===== src/rtl/sap_pkg.sv =====
// Shared opcode, sequencer-state and flag-index definitions for the SAP core.
`timescale 1ns/1ps
package sap_pkg;

    typedef enum logic [3:0] {
        OP_NOP = 4'h0,
        OP_LDA = 4'h1,
        OP_ADD = 4'h2,
        OP_SUB = 4'h3,
        OP_STA = 4'h4,
        OP_LDI = 4'h5,
        OP_JMP = 4'h6,
        OP_JC  = 4'h7,
        OP_JZ  = 4'h8,
        OP_OUT = 4'hE,
        OP_HLT = 4'hF
    } opcode_e;

    typedef enum logic [2:0] {
        S_FETCH0,
        S_FETCH1,
        S_EXEC0,
        S_EXEC1,
        S_EXEC2,
        S_HALT
    } state_e;

    localparam int FLAG_Z = 0;
    localparam int FLAG_C = 1;

endpackage


===== src/rtl/sap_ram.sv =====
// Program/data RAM: one write port shared by the programming port and STA, combinational read.
`timescale 1ns/1ps
module sap_ram #(
    parameter int DATA_W = 8,
    parameter int ADDR_W = 4
) (
    input  logic              clk,
    input  logic              prog_mode,
    input  logic              prog_we,
    input  logic [ADDR_W-1:0] prog_addr,
    input  logic [DATA_W-1:0] prog_data,
    input  logic              core_we,
    input  logic [ADDR_W-1:0] core_addr,
    input  logic [DATA_W-1:0] core_data,
    input  logic [ADDR_W-1:0] raddr,
    output logic [DATA_W-1:0] rdata
);

    logic [DATA_W-1:0] mem [2**ADDR_W];

    logic              wr_en;
    logic [ADDR_W-1:0] wr_addr;
    logic [DATA_W-1:0] wr_data;

    // The programming port owns the write port whenever the core is held idle.
    assign wr_en   = prog_mode ? prog_we   : core_we;
    assign wr_addr = prog_mode ? prog_addr : core_addr;
    assign wr_data = prog_mode ? prog_data : core_data;

    always_ff @(posedge clk) begin
        if (wr_en) begin
            mem[wr_addr] <= wr_data;
        end
    end

    assign rdata = mem[raddr];

endmodule


===== src/rtl/sap_core.sv =====
// Multi-cycle accumulator CPU with internal RAM, programming port and handshaked output.
// Optional single-step input enabled by defining SAP_CORE_STEP_EN.
`timescale 1ns/1ps
module sap_core
    import sap_pkg::*;
#(
    parameter int DATA_W = 8,
    parameter int ADDR_W = 4
) (
    input  logic              clk,
    input  logic              rst,
    input  logic              prog_mode,
    input  logic              prog_we,
    input  logic [ADDR_W-1:0] prog_addr,
    input  logic [DATA_W-1:0] prog_data,
    output logic [DATA_W-1:0] out_data,
    output logic              out_valid,
    output logic              halted,
    output logic [1:0]        flags
`ifdef SAP_CORE_STEP_EN
    ,
    input  logic              step
`endif
);

    if (DATA_W < ADDR_W + 4) begin : g_width_check
        $error("sap_core: DATA_W must be at least ADDR_W+4");
    end

    state_e            state_reg, state_next;
    logic [ADDR_W-1:0] pc_reg, pc_next;
    logic [ADDR_W-1:0] mar_reg, mar_next;
    logic [DATA_W-1:0] ir_reg, ir_next;
    logic [DATA_W-1:0] a_reg, a_next;
    logic [DATA_W-1:0] b_reg, b_next;
    logic [DATA_W-1:0] out_reg, out_next;
    logic              c_reg, c_next;
    logic              z_reg, z_next;
    logic              out_valid_reg, out_valid_next;

    logic              ram_we_core;
    logic [DATA_W-1:0] ram_rdata;
    logic              advance;

    logic [3:0]        opcode;
    logic [ADDR_W-1:0] operand;
    logic [DATA_W-1:0] imm;
    logic              alu_sub;
    logic [DATA_W-1:0] alu_b;
    logic [DATA_W:0]   alu_sum;

`ifdef SAP_CORE_STEP_EN
    assign advance = step;
`else
    assign advance = 1'b1;
`endif

    assign opcode  = ir_reg[DATA_W-1 -: 4];
    assign operand = ir_reg[ADDR_W-1:0];
    assign imm     = {4'b0000, ir_reg[DATA_W-5:0]};

    // Subtraction as A + ~B + 1 so the carry out doubles as "no borrow" (A >= B).
    assign alu_sub = (opcode == OP_SUB);
    assign alu_b   = alu_sub ? ~b_reg : b_reg;
    assign alu_sum = {1'b0, a_reg} + {1'b0, alu_b} + {{DATA_W{1'b0}}, alu_sub};

    sap_ram #(
        .DATA_W (DATA_W),
        .ADDR_W (ADDR_W)
    ) u_ram (
        .clk       (clk),
        .prog_mode (prog_mode),
        .prog_we   (prog_we),
        .prog_addr (prog_addr),
        .prog_data (prog_data),
        .core_we   (ram_we_core),
        .core_addr (mar_reg),
        .core_data (a_reg),
        .raddr     (mar_reg),
        .rdata     (ram_rdata)
    );

    always_ff @(posedge clk or posedge rst) begin
        if (rst) begin
            state_reg <= S_FETCH0;
        end else begin
            state_reg <= state_next;
        end
    end

    always_comb begin
        state_next     = state_reg;
        pc_next        = pc_reg;
        mar_next       = mar_reg;
        ir_next        = ir_reg;
        a_next         = a_reg;
        b_next         = b_reg;
        c_next         = c_reg;
        z_next         = z_reg;
        out_next       = out_reg;
        out_valid_next = 1'b0;
        ram_we_core    = 1'b0;

        // Programming mode aborts everything but keeps A, B, flags and OUT.
        if (prog_mode) begin
            state_next = S_FETCH0;
            pc_next    = '0;
            mar_next   = '0;
            ir_next    = '0;
        end else if (advance) begin
            case (state_reg)
                S_FETCH0: begin
                    mar_next   = pc_reg;
                    state_next = S_FETCH1;
                end
                S_FETCH1: begin
                    ir_next    = ram_rdata;
                    pc_next    = pc_reg + 1'b1;
                    state_next = S_EXEC0;
                end
                S_EXEC0: begin
                    state_next = S_FETCH0;
                    case (opcode)
                        OP_LDA, OP_ADD, OP_SUB, OP_STA: begin
                            mar_next   = operand;
                            state_next = S_EXEC1;
                        end
                        OP_LDI: a_next = imm;
                        OP_JMP: pc_next = operand;
                        OP_JC:  if (c_reg) pc_next = operand;
                        OP_JZ:  if (z_reg) pc_next = operand;
                        OP_OUT: begin
                            out_next       = a_reg;
                            out_valid_next = 1'b1;
                        end
                        OP_HLT: state_next = S_HALT;
                        default: ;
                    endcase
                end
                S_EXEC1: begin
                    state_next = S_FETCH0;
                    case (opcode)
                        OP_LDA: a_next = ram_rdata;
                        OP_ADD, OP_SUB: begin
                            b_next     = ram_rdata;
                            state_next = S_EXEC2;
                        end
                        OP_STA: ram_we_core = 1'b1;
                        default: ;
                    endcase
                end
                S_EXEC2: begin
                    a_next     = alu_sum[DATA_W-1:0];
                    c_next     = alu_sum[DATA_W];
                    z_next     = (alu_sum[DATA_W-1:0] == '0);
                    state_next = S_FETCH0;
                end
                S_HALT:  state_next = S_HALT;
                default: state_next = S_FETCH0;
            endcase
        end
    end

    always_ff @(posedge clk or posedge rst) begin
        if (rst) begin
            pc_reg        <= '0;
            mar_reg       <= '0;
            ir_reg        <= '0;
            a_reg         <= '0;
            b_reg         <= '0;
            c_reg         <= 1'b0;
            z_reg         <= 1'b0;
            out_reg       <= '0;
            out_valid_reg <= 1'b0;
        end else begin
            pc_reg        <= pc_next;
            mar_reg       <= mar_next;
            ir_reg        <= ir_next;
            a_reg         <= a_next;
            b_reg         <= b_next;
            c_reg         <= c_next;
            z_reg         <= z_next;
            out_reg       <= out_next;
            out_valid_reg <= out_valid_next;
        end
    end

    assign out_data      = out_reg;
    assign out_valid     = out_valid_reg;
    assign halted        = (state_reg == S_HALT);
    assign flags[FLAG_C] = c_reg;
    assign flags[FLAG_Z] = z_reg;

endmodule


===== config.mk =====
export PLATFORM = sky130hd
export DESIGN_NAME = sap_core
export DESIGN_NICKNAME = d
export VERILOG_FILES = /design/src/rtl/sap_pkg.sv /design/src/rtl/sap_ram.sv /design/src/rtl/sap_core.sv
export SDC_FILE = /design/constraint.sdc
export NUM_CORES = 1
export LEC_CHECK = 0
export CAP_MARGIN = 20
export CORE_ASPECT_RATIO = 1.4
export CORE_MARGIN = 3
export CORE_UTILIZATION = 63
export CTS_BUF_LIST = sky130_fd_sc_hd__clkbuf_8
export CTS_CLUSTER_SIZE = 24
export DETAILED_ROUTE_END_ITERATION = 10
export PLACE_DENSITY_LB_ADDON = 0.3
export RECOVER_POWER = 25
export SETUP_SLACK_MARGIN = 0.2
export SLEW_MARGIN = 10
export SYNTH_ARGS = -nofsm -noshare
export SYNTH_HDL_FRONTEND = slang
export SYNTH_SLANG_ARGS = --single-unit

===== constraint.sdc =====
create_clock -name clk -period 2.9 [get_ports clk]
set_input_delay 0.29 -clock clk [delete_from_list [all_inputs] [get_ports clk]]
set_output_delay 0.29 -clock clk [all_outputs]
set_load 0.01 [all_outputs]

==> flow_summary.json <==
{
  "outcome": "finished, final reports clean",
  "grt-ovfl-total": 0,
  "crit_path_start_kind": "flop",
  "start_util": 0.6582,
  "syn_area_per_cell_um2": 15.03,
  "clkSlewWorstSetupHoldPaths_ps": 100,
  "critPathCaptureType": "flop",
  "largest_register": "u_ram.mem",
  "grt_pass1_wl_um": 28100,
  "async_flop_share": 0.2644,
  "cts.sinks": 174,
  "hold_viol_final": 0,
  "dr_wl_met3_um": 898,
  "place.gp.congestion": 0.9516,
  "final_nets": 610,
  "synth_top_area_share": 0.4844,
  "timing.final.crit_share": 0.9221,
  "finalCriticalPeriod_ps": 2674,
  "p_leak_nw": 3.195,
  "yosys_most_used_dff": "edfxtp_1",
  "synth_top_area_cell": "edfxtp_1",
  "layout_commonest_cell": "edfxtp_1",
  "whs_ps": 335.0,
  "rows": 47,
  "h-tree-depth": 4,
  "reg2reg_slack_ps": 230,
  "wirelength_um": 17390,
  "met2WireLength_um": 9166,
  "yosys_warnings": 0,
  "yosys_register_bits": 174,
  "synth.distinct_cells": 67,
  "fp.dieH_um": 138.8,
  "dpl_cell_area_um2": 8513,
  "io_buffers": 27,
  "syn_to_final_growth_pct": 11.83,
  "yosysSeqAreaShare": 0.6295,
  "cap_violations": 0,
  "vdd_drop_max_uv": 464.5,
  "cts_buffer_depth": 2,
  "hpwl_um": 12590,
  "fmax_mhz": 374.0,
  "detail-route-antenna-nets": 0,
  "dieArea_um2": 14000,
  "die_w_um": 100.9,
  "setup_viol": 0,
  "fin_ws_ps": 226.0,
  "tns_ps": 0,
  "clkLatencyLatePin_ps": 440,
  "startpoint": "ir_reg[4]",
  "fin_area_um2": 8874,
  "vias": 4860,
  "grt_pass1_vias": 5073,
  "worst_pin_slew_ps": 790.6,
  "synth_edf_count": 128,
  "fin_total_pwr_w": 0.005872,
  "globalRouteTotalUtil": 0.2681,
  "num_io_pins": 28,
  "path_class": "flop to flop",
  "tritoncts": "done",
  "cp_data_required_time_ps": 3250,
  "root_buffer": "clkbuf_8",
  "rsz0062_at_grt": "true",
  "synthTopCellsByArea": "edfxtp_1 48%, dfrtp_1 15%, mux4_2 8.5%",
  "route.detailed.drc": 0,
  "cp.arrival_ps": 3020,
  "place_ws_ps": 216.1,
  "first_pass_iters": 5,
  "multi_input_area_um2": 2701,
  "nFillCells": 779,
  "drt-wirelength-per-cell_um": 23.34,
  "fin_worst_skew_ps": 14.79,
  "power_density_nw_per_um2": 661.8,
  "reg2reg_from": "ir_reg[4]",
  "seqCellArea_um2": 4999,
  "topRoutingLayerUsed": "met4",
  "min_path_type": "input pin to asynchronous set/reset pin",
  "largest_reg_flops": 128,
  "slew_viol_final": 0,
  "synthesis.area_um2": 7935,
  "grt_max_degree": 38,
  "antenna_found_initial": 0,
  "layout_common_cells": "128 x edfxtp_1, 45 x dfrtp_1, 43 x nand2_1",
  "viasPerCell": 6.523,
  "core_area_um2": 12060,
  "drive_gt1_frac": 0.2241,
  "syn_inst": 528,
  "crit_fanout": 6,
  "synthesis.nets": 553,
  "cts_made_buffers": 17,
  "drt_iter0_markers": 271,
  "met1_length_um": 6608,
  "antenna_cells": 0,
  "maxSlewHeadroom": 0.4730
}
-- per-layer routing --
layer  vias to the layer above  track usage
met3                        46      0.04076
li1                       2163            -
met5                         -            0
met2                       187       0.4478
met1                      2464       0.3469
met4                         0       0.1164
-- worst paths after layout --
kind                       cells past startpoint           end
max in group asynchronous                      3      b_reg[7]
hold / removal                                 2  state_reg[0]
setup / recovery                              10         z_reg
setup reg to reg                              10         z_reg
hold reg to reg                                1   out_data[7]
min in group clk                               1   out_data[7]
-- what timing repair did --
action	CTS	global route
hold buffers	0	0
endpoints found under the setup margin	1	36
setup buffers	0	0
resized for setup	1	1
-- worst max-delay path, cell delays in order, from the launching register on --
cell	delay, ps
dfrtp_1	390
and4bb_2	310
buf_4	180
nand2_1	60
nand2_1	70
fa_1	440
a211o_1	330
a2111o_1	380
o211ai_1	130
nand3_1	110
o31ai_1	190
-- cells by family after synthesis --
| group | after synthesis | share of synthesized area |
|---|---|---|
| compound gates | 90 | 0.08042 |
| xor+xnor | 15 | 0.01656 |
| fa+ha+maj | 9 | 0.01514 |
| buf+inv | 41 | 0.03012 |
| flops | 174 | 0.6295 |
| mux | 65 | 0.1433 |
| simple gates | 134 | 0.08499 |
-- synth_stat cells, types with 4 or more instances --
cell / instances
o211ai_1: 5
ha_1: 8
buf_2: 10
dfrtp_1: 46
a31oi_1: 4
buf_4: 9
nand2_1: 43
clkbuf_1: 4
mux4_1: 5
nor2_1: 36
a21oi_1: 27
a22oi_1: 5
nand2b_1: 5
a311oi_1: 4
xor2_1: 13
edfxtp_1: 128
mux4_2: 30
mux2i_1: 6
nand3_1: 11
inv_1: 11
nor3_1: 11
mux2_2: 22
o21ai_0: 10
o21a_1: 4
-- layout make-up --
cell class | count | area share
multi-input combinational | 313 | 0.3044
clock buffer | 17 | 0.02637
timing repair buffer | 68 | 0.06543
sequential | 174 | 0.5633
clock inverter | 15 | 0.01509
tap | 147 | 0.02073
inverter | 11 | 0.004653
-- metrics by stage --
stage          utilization  cells
2_1_floorplan            -    528
3_3_place_gp        0.7062    713
3_5_place_dp        0.7062    713
4_1_cts             0.7367    745
5_1_grt             0.7361    745
6_report            0.7361    745
-- power by group --
part           total (W)  switching [W]  leakage [nW]  internal, W
clock            0.00154       0.000918         0.182     0.000622
sequential       0.00307       0.000165          1.78      0.00291
combinational    0.00126       0.000731          1.23     0.000528
total            0.00587        0.00181          3.19      0.00406
Power figures use the tool's default switching activity.
